$ cat src/rtl/mmp_iddmm_finalsub.sv
// IDDMM final conditional subtraction: streams A and M word-serially, writes {an,A}-M
// when it is non-negative, otherwise rewrites A unchanged, then pulses comp_end.
module mmp_iddmm_finalsub #(
  parameter int N      = 32,
  parameter int K      = 128,
  parameter int ADDR_W = $clog2(N)
) (
  input  logic              clk,
  input  logic              rst_n,
  input  logic              comp_req,
  output logic              comp_end,
  input  logic              ref_an,
  output logic [ADDR_W-1:0] rd_addr,
  output logic              rd_ena,
  input  logic [K-1:0]      a_rd_data,
  input  logic [K-1:0]      m_rd_data,
  output logic [ADDR_W-1:0] res_wr_addr,
  output logic [K-1:0]      res_wr_data,
  output logic              res_wr_ena,
  output logic              res_sel_sub,
  output logic              busy
);

  typedef enum logic [2:0] {IDLE, SUB, SUB_DRAIN, DEC, COPY, COPY_DRAIN, DONE} state_t;

  state_t              state, next_state;
  logic [ADDR_W-1:0]   cnt;
  logic                comp_req_d;
  logic                start;
  logic                cnt_last, drain_last;
  logic                s1_vld, s1_copy, s2_vld, s2_copy;
  logic [ADDR_W-1:0]   s1_addr, s2_addr;
  logic [K-1:0]        a_q, m_q;
  logic                borrow;
  logic [K:0]          diff;
  logic                sub_ok_now;

  assign start      = (state == IDLE) && comp_req && !comp_req_d;
  assign cnt_last   = (cnt == ADDR_W'(N - 1));
  assign drain_last = (cnt == ADDR_W'(1));
  assign diff       = {1'b0, a_q} - {1'b0, m_q} - {{K{1'b0}}, borrow};
  // The last SUB word is written in the final drain cycle, so its borrow-out is
  // used combinationally there; this lets the sub path skip DEC and finish at c0+N+3.
  assign sub_ok_now = ref_an || !diff[K];

  always_ff @(posedge clk) begin
    if (!rst_n) state <= IDLE;
    else        state <= next_state;
  end

  always_comb begin
    next_state = state;
    unique case (state)
      IDLE:       if (start) next_state = SUB;
      SUB:        if (cnt_last) next_state = SUB_DRAIN;
      SUB_DRAIN:  if (drain_last) next_state = sub_ok_now ? DONE : DEC;
      DEC:        next_state = COPY;
      COPY:       if (cnt_last) next_state = COPY_DRAIN;
      COPY_DRAIN: if (drain_last) next_state = DONE;
      DONE:       next_state = IDLE;
      default:    next_state = IDLE;
    endcase
  end

  always_comb begin
    rd_ena   = (state == SUB) || (state == COPY);
    rd_addr  = rd_ena ? cnt : '0;
    busy     = (state != IDLE);
    comp_end = (state == DONE);
  end

  always_ff @(posedge clk) begin
    if (!rst_n || state != next_state) cnt <= '0;
    else if (state != IDLE)            cnt <= cnt + ADDR_W'(1);
  end

  always_ff @(posedge clk) begin
    if (!rst_n) begin
      comp_req_d  <= 1'b0;
      s1_vld      <= 1'b0;
      s1_copy     <= 1'b0;
      s1_addr     <= '0;
      s2_vld      <= 1'b0;
      s2_copy     <= 1'b0;
      s2_addr     <= '0;
      a_q         <= '0;
      m_q         <= '0;
      borrow      <= 1'b0;
      res_sel_sub <= 1'b0;
    end else begin
      comp_req_d <= comp_req;
      s1_vld     <= rd_ena;
      s1_copy    <= (state == COPY);
      s1_addr    <= rd_addr;
      s2_vld     <= s1_vld;
      s2_copy    <= s1_copy;
      s2_addr    <= s1_addr;
      if (s1_vld) begin
        a_q <= a_rd_data;
        m_q <= m_rd_data;
      end
      if (start)                  borrow <= 1'b0;
      else if (s2_vld && !s2_copy) borrow <= diff[K];
      if (start)
        res_sel_sub <= 1'b0;
      else if (state == SUB_DRAIN && drain_last)
        res_sel_sub <= sub_ok_now;
    end
  end

  assign res_wr_ena  = s2_vld;
  assign res_wr_addr = s2_addr;
  assign res_wr_data = s2_copy ? a_q : diff[K-1:0];

endmodule

$ cat config.mk
export PLATFORM = sky130hd
export DESIGN_NAME = mmp_iddmm_finalsub
export DESIGN_NICKNAME = d
export VERILOG_FILES = /design/src/rtl/mmp_iddmm_finalsub.sv
export SDC_FILE = /design/constraint.sdc
export NUM_CORES = 1
export LEC_CHECK = 0
export CORE_MARGIN = 5
export CORE_UTILIZATION = 45
export CTS_CLUSTER_DIAMETER = 40
export DETAILED_ROUTE_END_ITERATION = 12
export PLACE_DENSITY = 0.72
export SLEW_MARGIN = 5
export SYNTH_ARGS = -nofsm -noshare
export SYNTH_HDL_FRONTEND = slang
export SYNTH_SLANG_ARGS = --single-unit
$ cat constraint.sdc
create_clock -name clk -period 6.66 [get_ports clk]
set_clock_uncertainty 0.15 [all_clocks]
set_input_delay 1.332 -clock clk [delete_from_list [all_inputs] [get_ports clk]]
set_output_delay 1.332 -clock clk [all_outputs]
set_load 0.01 [all_outputs]
==> results of run 1 <==
## cell type report
class,count,area [um^2]
Antenna cell,5,12.5
Clock buffer,64,1430
Clock inverter,34,588
Fill cell,4651,20500
Inverter,417,1570
Multi-Input combinational cell,2117,15400
Sequential cell,281,5630
Tap cell,672,841
Timing Repair Buffer,433,4260
## through the flow
stage               worst slack (ns)  cells   util
global route                 -0.0540   4021  0.591
detailed placement          -0.00559   3909  0.544
finish                         0.178   4023  0.591
global placement               0.174   3909  0.544
floorplan                       1.19   2974      -
CTS                           -0.107   4010  0.587
## registers in the layout, summed over array words and instances (netlist names)
signal,count
res_wr_ena,1
comp_req_d,1
s1_copy,1
s2_copy,1
res_sel_sub,1
s1_addr,5
m_q,128
res_wr_addr,5
a_q,128
borrow,1
cnt,5
s1_vld,1
state,3
## per-layer routing
layer  GRT usage  vias up
li1            -    10700
met1       0.313     9558
met2       0.394      551
met3      0.0546      125
met4      0.0808        8
met5           0        -
## synth_stat cells, types with 11 or more instances
master    instances  share of area
and2_1           25         0.0068
nand3_1          25         0.0055
xnor2_1          78          0.030
clkbuf_1        126          0.021
a31oi_1          22         0.0060
nand4_1          63          0.017
a211oi_1         11         0.0036
inv_1           415          0.068
a21o_1           58          0.019
nor3_1           25         0.0055
o21ai_0         226          0.049
o21bai_1         31          0.010
nor2b_1         268          0.073
o21a_1           11         0.0036
dfxtp_1         281           0.25
buf_1            25         0.0041
a21oi_1         178          0.039
nand2_1         259          0.042
nor2_1           97          0.016
ha_1            257           0.14
xor2_1           49          0.019
and3_1           24         0.0066
nand2b_1         12         0.0033
o21ai_1          11         0.0024
mux2i_1         262           0.11
## worst paths after layout
check             startpoint         endpoint  slack [ns]  depth (start not counted)
setup / recovery      m_q[0]  res_wr_data[56]        0.18                         17
hold / removal    s1_addr[2]   res_wr_addr[2]        0.28                          1
setup reg to reg      m_q[0]      res_sel_sub        2.06                         20
hold reg to reg   s1_addr[2]   res_wr_addr[2]        0.28                          1
## cell families (layout without fill, tap and decap cells)
kind of cell	count (synthesis)	after routing	synth area share
fa+ha+maj	259	259	0.142
xor+xnor	127	127	0.0486
simple gates	846	846	0.192
compound gates	621	621	0.161
flops	281	281	0.246
mux	264	264	0.116
other cells	0	5	0
buf+inv	576	948	0.0951
## where the power goes
group	switching, uW	internal [uW]
clock network	1020	1980
registers	50.7	1750
logic	2240	1900
total	3300	5630
## what timing repair did
item / in CTS / in global routing
endpoints found under the setup margin: 57 / 58
buffers inserted: 3 / 8
pin swaps: 5 / 21
gates resized for setup: 70 / 92
==> metrics.txt, run 1 <==
CP Cell Sequence inv_1, fa_1, inv_1, ha_1, or2_2, fa_1, nand2b_4, a311oi_2, nor2_2, a41oi_4, nor4_4, nor3b_2, nor3_1, a31oi_2, xor2_1, o21ai_0, clkdlybuf4s50_1; CTS tree yes; slowest stage delay, CP ~0.57 ns; antenna violations before repair 10; worst path buffer plus inverter count 3; final wirelength approximately 70 mm; minimum clock period after layout around 6.5 ns; Final Wtd Congestion roughly 0.92; Yosys warning count 0; area grow syn2layout 29.8%; Synth Instances around 3k; Root Driver clkbuf_16; max_cap viols 0; met2 wire len around 32 mm; Final nets 3,822; vias in the first global route about 21k; Crit-path slowest cell clkdlybuf4s50_1; clk_lat worst skew approximately 0.62 ns; placed cell areas 27,400 um^2; post-DP HPWL roughly 54 mm; DRC 0; die width around 240 um; core box area 50,300 um^2; P_leak ~0.013 uW; CP delay by family, top adder cells; number of core rows slightly above 80; crit path DAT about 5 ns; worst-path maximum fanout 3; Die ar. around 56,000 um^2; CTS max path bufs 3; max-slew violations 0; drt via density ~5.2; hold crit path type flop to flop; commonest non-fill, non-tap cell in the layout inv_1; TritonCTS Buffers 53; initial core utilization 0.456; overall die height 236 um; Yosys cell types 71; sequential share of the synthesized area 0.246; Total GRT Usage 0.240; clock-pin slew on the worst setup and hold paths ~0.050 ns; Final setup viols 0; PortBufs 402; largest net degree at the start of global routing 150; drt first pass iters 5; Peak VDD IR around 0.00021 V; Tot Pwr 8940 uW; Finished Cell Area roughly 30,000 um^2; measured slew at the worst slew-check pin ~1 ns; Avg WL per Cell ~17 um; final hold vios 0; syn nets 3,493; most frequent cells in the layout inv_1, clkdlybuf4s50_1, dfxtp_1; routed vias ~21k; CP endpoint kind output port; slew margin rel. 0.321; Worst Hold Slack around 0.28 ns; gr ovfl total 0; share of post-route cells with drive strength above 1 0.0663; mapped cell area roughly 23,000 um^2; Final ANT Viol Nets 0; post-synthesis area per instance 7.70 um^2; Main synth FF type dfxtp_1; Final Cycle Share 0.973; Worst Setup Path Type flop to output port; Post-synth ARST share 0; met1 WL between 30 and 40 mm; startpoint types flop; status finished, final reports clean; RSZ-0062 raised after global routing true; io pins about 400; EDFF count, synth 0; htree depth 2; metal3 WL roughly 4.2 mm; top layer in use met5; Sink Count 281; post-synthesis register bit count about 280; Iter 0 DRT Violations ~1.1k; CTS Hold Bufs 0; worst path required time between 5 and 6 ns; PD cells between 300 and 400 nW/um^2; setup total negative slack 0 ns; maximum clock frequency 154 MHz; first-pass GRT wire length around 110 mm
No activity file was read; power rests on OpenSTA's default activity.
==> inputs of run 2 (changes only) <==
CORE_UTILIZATION = 55   (was 45)
DONT_BUFFER_PORTS = 1   (was default)
==> run 2 against run 1 <==
- final area shrank 15%
- wire length fell by 5.5%
- clock-buffer cell count down 9
==> metrics.txt, run 2 (synthesis gave the netlist of run 1 again) <==
status finished, final reports clean; routed vias 19.8k (-5.3%); RSZ-0062 raised after global routing true; io pins 403 (unchanged); PortBufs 0 (-100%); P_leak 0.0110 uW (-14%); drt via density 5.68 (+9.1%); Sink Count 281 (unchanged); antenna violations before repair 11 (+1); final hold vios 0 (unchanged); htree depth 2 (unchanged); Critical Path Start m_q[0]; Root Driver clkbuf_16; hold crit path type flop to flop; gr ovfl total 0 (unchanged); final std cells w/o fill 3,490 (-13%); max_cap viols 0 (unchanged); fillers 3,731 (-20%); Final Cycle Share 0.973 (about the same); CTS tree yes; Worst Setup Path Type flop to output port; area grow syn2layout 10.4%; hold path depth 1 (unchanged); Avg WL per Cell 18.9 um (+8.9%); worst path required time 5.18 ns (about the same); dpl ws 0.300 ns (+0.306 ns); R2R Path Start m_q[0]; post-DP HPWL 51.6 mm (-4.9%); clk_lat worst skew 0.62 ns (about the same); Total GRT Usage 0.271 (+0.0307); startpoint types flop; Peak VDD IR 0.000216 V (+1.1%); Worst Reg-to-Reg Cells 20 (unchanged); PD cells 307 nW/um^2 (+2.2%); Crit-path slowest cell fa_1; Iter 0 DRT Violations 1,318 (+22%); final wirelength 66.1 mm (-5.5%); r2r setup slk 2.25 ns (+0.19 ns); placed cell areas 23,200 um^2 (-15%); number of core rows 74 (-9.8%); TritonCTS Buffers 51 (-3.8%); Final nets 3,425 (-10%); CTS max path bufs 3 (unchanged); Worst Hold Slack 0.282 ns (-0.00235 ns); crit path to res_wr_data[58]; slew margin rel. 0.228 (-0.0923); slowest stage delay, CP 0.52 ns (-0.05 ns); RR Endpoint res_sel_sub; Final Wtd Congestion 0.896 (-2.8%); measured slew at the worst slew-check pin 1.16 ns (+0.138 ns); minimum clock period after layout 6.48 ns (+0.0000370 ns); share of post-route cells with drive strength above 1 0.0607 (-0.00563); Final setup viols 0 (unchanged); Die ar. 45,800 um^2 (-17%); overall die height 214 um (-9.1%); worst-path maximum fanout 6 (+3); vias in the first global route 19.3k (-7.1%); first-pass GRT wire length 104 mm (-6.0%); die width 214 um (-9.1%); CP endpoint kind output port; largest net degree at the start of global routing 280 (+87%); max-slew violations 0 (unchanged); clock-pin slew on the worst setup and hold paths 0.06 ns (about the same); Finished Cell Area 25,300 um^2 (-15%); maximum clock frequency 154 MHz (about the same); Final Util 0.616 (+0.0249); top flop regs a_q x128, m_q x128; most frequent cells in the layout inv_1, dfxtp_1, nor2b_1; Final ANT Viol Nets 0 (unchanged); core box area 41,000 um^2 (-18%); CP Cell Sequence inv_1, fa_1, inv_1, ha_1, or2_2, fa_1, nand2b_4, a311oi_4, nor2_4, a22o_4, o21ai_2, buf_4, nand3_1, a21o_1, nand2b_1, o21ai_0, a21oi_1, xor2_1, o21ai_0; initial core utilization 0.558 (+0.103); Placed Instances 3,381 (-14%); drt first pass iters 5 (unchanged); commonest non-fill, non-tap cell in the layout inv_1; DRC 0 (unchanged); final worst setup slack 0.178 ns (-0.0000370 ns); crit path DAT 5.00 ns (about the same)
-- run 2: changes by cell type in the layout (fill, tap and decap cells not counted), moves of 10 or more --
cell and delta:
o21ai_0 +14, inv_6 +11, dlygate4sd2_1 -10, buf_4 +10
clkdlybuf4s50_1 -366, clkbuf_2 -13
-- run 2: timing repair --
item / in CTS / in global routing
endpoints found under the setup margin: 21 / 37
hold buffers: 0 / 0
endpoints found under the hold margin: 0 / 0
pin swaps: 1 / 15
buffers inserted: 0 / 4
resized for setup: 12 / 20
-- run 2: layout make-up --
type	instances	area, um^2	share of cell area
clock buffer	55	1320	0.0523
clock inverter	40	519	0.0205
inverter	417	1570	0.0619
timing repair buffer	38	310	0.0123
antenna	10	25.0	0.000990
multi-input combinational	2117	15200	0.603
tap	532	666	0.0263
sequential	281	5630	0.223
-- run 2: power breakdown --
part / switching (uW) / total [uW] / internal (uW)
sequential: 56.0 / 1800 / 1750
clock: 1060 / 2720 / 1660
combinational: 2050 / 3240 / 1200
total: 3160 / 7770 / 4610
-- run 2: critical path: cells and delay by family (launching register included) --
family	cells	cell delay (ns)
AO/OA/AOI/OAI	7	1.78
XOR/XNOR	1	0.09
adder cells (fa/ha/maj)	3	1.11
buffers and inverters	3	0.25
flip-flops	1	0.33
AND/OR/NAND/NOR	5	0.82
-- run 2: worst min path at each step --
stage / slack, ns / endpoint / startpoint
6_report: 0.28 / s2_copy / s1_copy
5_1_grt: 0.30 / s2_copy / s1_copy
4_1_cts: 0.28 / s2_copy / s1_copy
3_5_place_dp: 0.27 / s2_copy / s1_copy
3_3_place_gp: 0.26 / s2_copy / s1_copy
2_1_floorplan: 0.26 / res_wr_addr[0] / s1_addr[0]
-- run 2: metal layers --
layer | share of wire | up-vias | GRT usage
li1 | - | 9901 | -
met3 | 0.067 | 112 | 0.0658
met4 | 0.027 | 4 | 0.0883
met1 | 0.44 | 9248 | 0.341
met2 | 0.47 | 574 | 0.458
met5 | 0.00045 | - | 0
-- run 2: metrics by stage --
| stage | setup TNS (ns) | total power [uW] |
|---|---|---|
| floorplan | 0 | 4060 |
| global placement | 0 | 4940 |
| detailed placement | 0 | 4950 |
| CTS | 0 | 7730 |
| global route | -0.0678 | 8170 |
| finish | 0 | 7770 |
